File: config.mk
export PLATFORM = sky130hd
export DESIGN_NAME = sample_capture_writer
export DESIGN_NICKNAME = d
export VERILOG_FILES = /design/src/rtl/sample_capture_writer.sv
export SDC_FILE = /design/constraint.sdc
export NUM_CORES = 1
export LEC_CHECK = 0
export ABC_AREA = 1
export CORE_AREA = 2 2 72 74
export DETAILED_ROUTE_END_ITERATION = 16
export DIE_AREA = 0 0 74 76
export PLACE_DENSITY = 0.73
export SLEW_MARGIN = 0
export SYNTH_ARGS = -nofsm -noshare
export SYNTH_HDL_FRONTEND = slang
export SYNTH_SLANG_ARGS = --single-unit
File: constraint.sdc
create_clock -name clk -period 1.7 [get_ports clk]
set_clock_uncertainty 0.15 [all_clocks]
set_input_delay 0.17 -clock clk [delete_from_list [all_inputs] [get_ports clk]]
set_output_delay 0.17 -clock clk [all_outputs]
set_load 0.1 [all_outputs]
File: src/rtl/sample_capture_writer.sv
// sample_capture_writer: write-side controller for a circular sample buffer.
// It writes samples continuously once armed. On a trigger it records the
// trigger address, writes post_len more samples, then stops and flags done.
// Optional feature macro: LEVEL_TRIG_EN. It adds the trig_level input and an
// internal trigger on a rising level crossing.
module sample_capture_writer #(
  parameter int ADDRESS_WIDTH = 8,
  parameter int DATA_WIDTH    = 8
) (
  input  logic                     clk,
  input  logic                     rst,
  input  logic                     en,
  input  logic [DATA_WIDTH-1:0]    din,
  input  logic                     arm,
  input  logic                     trig,
  input  logic [ADDRESS_WIDTH-1:0] post_len,
`ifdef LEVEL_TRIG_EN
  input  logic [DATA_WIDTH-1:0]    trig_level,
`endif
  output logic                     wr_en,
  output logic [ADDRESS_WIDTH-1:0] wr_addr,
  output logic [DATA_WIDTH-1:0]    wr_data,
  output logic [ADDRESS_WIDTH-1:0] trig_addr,
  output logic                     busy,
  output logic                     done
);

  localparam int AW = ADDRESS_WIDTH;
  localparam int DW = DATA_WIDTH;

  typedef enum logic [1:0] {
    ST_IDLE    = 2'd0,
    ST_ARMED   = 2'd1,
    ST_CAPTURE = 2'd2,
    ST_DONE    = 2'd3
  } state_t;

  state_t          state_q, state_d;
  logic [AW-1:0]   ptr_q, ptr_d;
  logic [AW-1:0]   cnt_q, cnt_d;
  logic            wr_en_q, wr_en_d;
  logic [AW-1:0]   wr_addr_q, wr_addr_d;
  logic [DW-1:0]   wr_data_q, wr_data_d;
  logic [AW-1:0]   trig_addr_q, trig_addr_d;
  logic            busy_q, busy_d;
  logic            done_q, done_d;
  logic            level_hit;

`ifdef LEVEL_TRIG_EN
  logic [DW-1:0]   prev_q, prev_d;

  // Rising crossing: previous accepted sample below the level, current at or above it
  always_comb begin
    level_hit = (prev_q < trig_level) && (trig_level <= din);
  end

  // Previous en-qualified sample; cleared on arm so a fresh capture starts from 0
  always_comb begin
    prev_d = prev_q;
    if (arm) begin
      prev_d = '0;
    end else if (en) begin
      prev_d = din;
    end
  end

  // Previous-sample register
  always_ff @(posedge clk) begin
    if (rst) begin
      prev_q <= '0;
    end else begin
      prev_q <= prev_d;
    end
  end
`else
  // External trigger only
  always_comb begin
    level_hit = 1'b0;
  end
`endif

  // Next-state and write-command logic; arm overrides any sample strobe
  always_comb begin
    state_d     = state_q;
    ptr_d       = ptr_q;
    cnt_d       = cnt_q;
    wr_en_d     = 1'b0;
    wr_addr_d   = wr_addr_q;
    wr_data_d   = wr_data_q;
    trig_addr_d = trig_addr_q;

    if (arm) begin
      state_d = ST_ARMED;
      ptr_d   = '0;
    end else begin
      unique case (state_q)
        ST_IDLE: begin
          state_d = ST_IDLE;
        end
        ST_ARMED: begin
          if (en) begin
            wr_en_d   = 1'b1;
            wr_addr_d = ptr_q;
            wr_data_d = din;
            ptr_d     = ptr_q + AW'(1);
            if (trig || level_hit) begin
              trig_addr_d = ptr_q;
              cnt_d       = post_len;
              state_d     = (post_len == '0) ? ST_DONE : ST_CAPTURE;
            end
          end
        end
        ST_CAPTURE: begin
          if (en) begin
            wr_en_d   = 1'b1;
            wr_addr_d = ptr_q;
            wr_data_d = din;
            ptr_d     = ptr_q + AW'(1);
            cnt_d     = cnt_q - AW'(1);
            if (cnt_q == AW'(1)) begin
              state_d = ST_DONE;
            end
          end
        end
        ST_DONE: begin
          state_d = ST_DONE;
        end
        default: begin
          state_d = ST_IDLE;
        end
      endcase
    end

    busy_d = (state_d == ST_ARMED) || (state_d == ST_CAPTURE);
    done_d = (state_d == ST_DONE);
  end

  // State, pointer and registered outputs
  always_ff @(posedge clk) begin
    if (rst) begin
      state_q     <= ST_IDLE;
      ptr_q       <= '0;
      cnt_q       <= '0;
      wr_en_q     <= 1'b0;
      wr_addr_q   <= '0;
      wr_data_q   <= '0;
      trig_addr_q <= '0;
      busy_q      <= 1'b0;
      done_q      <= 1'b0;
    end else begin
      state_q     <= state_d;
      ptr_q       <= ptr_d;
      cnt_q       <= cnt_d;
      wr_en_q     <= wr_en_d;
      wr_addr_q   <= wr_addr_d;
      wr_data_q   <= wr_data_d;
      trig_addr_q <= trig_addr_d;
      busy_q      <= busy_d;
      done_q      <= done_d;
    end
  end

  assign wr_en     = wr_en_q;
  assign wr_addr   = wr_addr_q;
  assign wr_data   = wr_data_q;
  assign trig_addr = trig_addr_q;
  assign busy      = busy_q;
  assign done      = done_q;

endmodule

== Yosys cells after proc, flatten, opt, wreduce, memory -nomap -nowiden ==
Cells that the tools add are included.

* Reduce and logical (&&, ||, !) cells: 11
* $add $sub $neg: 2
* Equal/unequal tests: 10
* Bitwise logic cells: 2
* Muxes and demuxes: 12

{| class="wikitable"
|+ Operator list
! kind !! number
|-
| $mux W8 || 3
|-
| $pmux W8 S2 || 1
|-
| $mux W2 || 5
|-
| $add A8 B1 Y8 const B || 1
|-
| $eq A2 B2 Y1 const B || 4
|-
| $eq A8 B1 Y1 const B || 1
|-
| $logic_not A8 Y1 || 1
|-
| $pmux W2 S4 || 1
|-
| $sub A8 B1 Y8 const B || 1
|-
| $ne A2 B2 Y1 const B || 3
|-
| $reduce_and A5 Y1 || 1
|-
| $eq A2 B1 Y1 const B || 2
|-
| $reduce_and A4 Y1 || 1
|-
| $reduce_or A2 Y1 || 2
|-
| $reduce_and A3 Y1 || 1
|-
| $reduce_or A3 Y1 || 1
|-
| $logic_not A2 Y1 || 1
|-
| $mux W1 || 2
|-
| $not A1 Y1 || 2
|-
| $reduce_and A2 Y1 || 1
|-
| $reduce_bool A2 Y1 || 1
|-
| $logic_or A1 B1 Y1 || 1
|}

* Output and inout bits: 27
* Logic and storage cells: 46
* Register bits: 45

== Longest topological paths before layout ==
* Word-level depth: 8
* Depth in mapped cells: 12
* Gate-level depth less buffers: 11

== Worst setup path before layout ==
Ideal clock, no wire load.

* Path type: register to register
* From: reg state_q[0]
* To: reg busy_q (netlist: busy)
* Data required time: 1.431 ns
* Buffers on the path: 2
* Setup slack: -0.160 ns
* Stages on the path, launching flop included: 12
* Arrival time: 1.590 ns
* Library setup time: 0.119 ns
* Path through: dfxtp_1 inv_1 ha_1 buf_6 clkinv_2 buf_2 nand2_1 o21bai_1 nor2_1 ha_1 inv_1 nor2_1

* Elaborated cells between the ends (all ways): 13
* Classes of those cells: 5 x eq/ne; 6 x mux; 2 x reduce/logical

{| class="wikitable"
|+ RTL lines
! element !! line !! source
|-
| start: declaration || 38 || <nowiki>state_t state_q, state_d;</nowiki>
|-
| start signal: assignment || 151 || <nowiki>state_q <= state_d;</nowiki>
|-
| $eq A2 B2 Y1 (tied with other cells) || 96 || <nowiki>unique case (state_q)</nowiki>
|-
| $pmux W2 S4 (*) || 96 ||
|-
| $mux W2 (*) || 92 || <nowiki>if (arm) begin</nowiki>
|-
| net state_d[1] || 38 ||
|-
| $eq A2 B1 Y1 or $eq A2 B2 Y1 (tied branches) || 134 || <nowiki>busy_d = (state_d == ST_ARMED) || (state_d == ST_CAPTURE);</nowiki>
|-
| $logic_or A1 B1 Y1 (*) || 134 ||
|-
| net busy_d || 45 || <nowiki>logic busy_q, busy_d;</nowiki>
|-
| end signal: assignment || 158 || <nowiki>busy_q <= busy_d;</nowiki>
|-
| end: declaration || 45 ||
|}

The timed path passes the listed nets; every way through them passes the cells marked *.
A chain may end at the register's enable or synchronous reset.

== Final worst setup path ==
* From: reg state_q[1]
* To: reg busy_q (netlist: busy)

Same word-level chain as after synthesis.

==> results by group <==
Status
  • Outcome: finished, violations left
  • Violated checks: setup timing

Synthesis
  • Sequential area share after synthesis: 0.433
  • FFs w/ async S/R, synth: 0
  • Number of standard cells after synthesis: 286
  • Number of synthesized flops with an enable pin: 0
  • Cell types occupying the most area after synthesis: dfxtp_1 (43%), nor2_1 (9.4%), nand2_1 (7.9%)
  • Number of synthesis warnings: 0
  • Library cells used by synthesis: 29
  • Post-synthesis instance area: 2080 µm²
  • Average instance area after synthesis: 7.28 µm²
  • Most common cell in the netlist: nor2_1
  • Top cells by instance count after synthesis: nor2_1 (52), dfxtp_1 (45), nand2_1 (44)
  • Most common flop cell mapped by yosys: dfxtp_1
  • Net count of the mapped netlist: 315
  • Flop and latch count out of synthesis: 45
  • Area share of the largest cell type after synthesis: 0.433
  • Cell taking the most area after synthesis: dfxtp_1

STA
  • Unrepaired setup endpoints after global routing: yes
  • Pins Over Slew Limit: 0
  • Slew at the pin closest to its max-slew limit: 258 ps
  • Final hold violation count: 0
  • Worst Setup Slack, final: -97.8 ps
  • Number of failing setup endpoints in the final timing report: 1
  • Highest clock rate: 556 MHz
  • Relative slew slack: 0.827
  • Share of the clock period used by the worst path: 1.06
  • Min Clock Period, post-route: 1800 ps

Routing
  • Routed wire length: 5.53 mm
  • DRC errors left: 0
  • Avg Vias per Cell: 4.79
  • Vias after detailed routing: 2071
  • Wire per inst: 12.8 µm
  • Number of violations reported at the end of detailed-routing iteration 0: 60
  • First-pass DRT Iterations: 4
  • Number of nets still failing antenna checks after routing: 0

Setup path
  • Sort of element at the end of the critical path: flip-flop
  • Max stage delay cell, worst path: dfxtp_2
  • Worst path most repeated cell: nand2_1
  • Required arrival time at the worst endpoint: 1790 ps
  • Largest fanout on the critical path: 4
  • CP Class: reg2reg
  • Type of origin of the critical path: flip-flop
  • Largest incremental delay on the critical path: 330 ps
  • Arrival time at the worst endpoint: 1880 ps
  • Cell-by-cell trace of the critical path: buf_4, ha_4, clkinv_4, nand2_1, nand2_1, nand2_1, o21bai_1, nand2_1, ha_2, inv_1, nor2_1

Global route
  • Busiest layer in global routing: met2
  • Wire length of the first global-routing pass: 8.57 mm
  • Initial antenna violation count: 0
  • Vias in the first global route: 1980
  • Met2 Usage GRT: 0.314
  • Global routing met3 resource utilization: 0.0688
  • GR met1 Demand/Resource: 0.238
  • Largest net degree at the start of global routing: 25
  • Remaining Overflow, GRT: 0
  • Global router's overall resource usage: 0.192

Finish
  • Fraction of layout instances using a drive strength above 1: 0.276
  • Final std cells w/o fill: 432
  • Storage element area: 906 µm²
  • Number of nets in the layout: 391
  • Area of combinational cells with multiple inputs: 1090 µm²
  • Core utilization of the finished layout: 0.677
  • Fill cell instance count of the final layout: 397
  • Synthesis-to-layout area growth: 59.8%
  • Count of antenna diodes in the layout: 0

Power and ir drop
  • Sum of internal, switching and leakage power: 2.27 mW
  • Power density relative to cell area: 684 nW/µm²
  • Leakage: 1.44 nW
  • Worst IR drop on VDD: 0.509 mV

Die
  • Initial Utilization: 0.424
  • Die area: 5620 µm²
  • Die X-Extent: 74 µm
  • Top-level port count: 48
  • Placeable Area: 4910 µm²
  • Placement row count: 26
  • Die span in y: 76 µm

Place
  • Routability congestion estimate from global placement: 0.816
  • HPWL reported at the end of detailed placement: 3.89 mm
  • Cell count after placement: 420
  • Post-Place Worst Slack: -154 ps
  • Port-buffer cells: 47

Clock tree
  • Clock slew at reported path FFs: 80 ps
  • Sinks on Clock Net: 45
  • CTS tree: built
  • Worst skew pair latency: 290 ps
  • Longest Clk Path Bufs: 2
  • Number of buffers created by CTS: 5
  • Cell at the root of the clock tree: clkbuf_8
  • Count of H-tree levels built during CTS: 2

Run
  • Max-cap viol count: 0

Worst hold path
  • HP Class: in2reg
==> repair_timing <==
action / 4_1_cts / 5_1_grt
gates resized for setup: 3 / 24
buffers inserted: 2 / 3
setup endpoints to repair: 17 / 27
hold buffers: 0 / 0
endpoints found under the hold margin: 0 / 0
pin swaps: 1 / 10
==> critical path: cells and delay by family, from the launching register on <==
family          cells  cell delay [ps]
flops               1              330
simple gates        5              360
fa+ha+maj           2              490
compound gates      1              190
buf+inv             3              220
==> area by class of cell <==
type | instances | area share
multi-input cells | 195 | 0.326
repair buffers | 79 | 0.305
flip-flops and latches | 45 | 0.272
inverters | 36 | 0.0444
well taps | 70 | 0.0263
clock buffers | 7 | 0.0259
==> flip-flops by register name (all words and copies together) (netlist names) <==
signal     flops
wr_addr        8
state_q        2
wr_data        8
ptr_q          8
trig_addr      8
busy           1
wr_en          1
done           1
cnt_q          8
==> through the flow <==
stage / setup TNS (ps) / hold WS (ps) / instance area, µm²
2_1_floorplan: 0 / 154 / 2110
3_3_place_gp: -1210 / 316 / 3090
3_5_place_dp: -1450 / 325 / 3090
4_1_cts: 0 / 297 / 3200
5_1_grt: -376 / 323 / 3330
6_report: -97.8 / 305 / 3330
==> where the power goes <==
part | internal (mW) | leakage, nW | switching [mW]
Combinational | 0.210 | 1.03 | 0.292
Clock | 0.323 | 0.0443 | 0.335
Sequential | 1.08 | 0.366 | 0.0305
==> routing by layer <==
| layer | share of wire | vias to the layer above |
|---|---|---|
| met3 | 0.074 | 12 |
| met1 | 0.42 | 931 |
| met5 | 0 | - |
| li1 | - | 1061 |
| met2 | 0.49 | 67 |
| met4 | 0.016 | 0 |
==> cells by family after synthesis <==
logic type,share of synthesized area
AND/OR/NAND/NOR,0.238
buffers and inverters,0.0986
adder cells (fa/ha/maj),0.0481
AO/OA/AOI/OAI,0.183
flip-flops,0.433
==> cell usage in the layout (no fill, tap or decap), types with 3 or more instances in the layout <==
cell type / n
nor2_1: 51
nand3_1: 8
clkdlybuf4s50_1: 20
o21ai_2: 3
inv_2: 6
buf_4: 28
ha_1: 4
ha_4: 3
nand2_1: 42
o21ai_0: 15
buf_12: 29
dfxtp_1: 43
clkbuf_8: 6
inv_1: 27
a21oi_2: 5
o21ai_1: 22
a21oi_1: 20
==> final timing paths <==
check	from	to	slack, ps	depth (start not counted)
min	din[0]	wr_data[0]$_SDFFE_PP0P_	310	3
max	state_q[1]$_SDFF_PP0_	busy$_SDFF_PP0_	-100	11
max reg2reg	state_q[1]$_SDFF_PP0_	busy$_SDFF_PP0_	-100	11
min reg2reg	cnt_q[4]$_SDFFE_PP0P_	cnt_q[4]$_SDFFE_PP0P_	320	2
No activity file was read; power rests on OpenSTA's default activity.
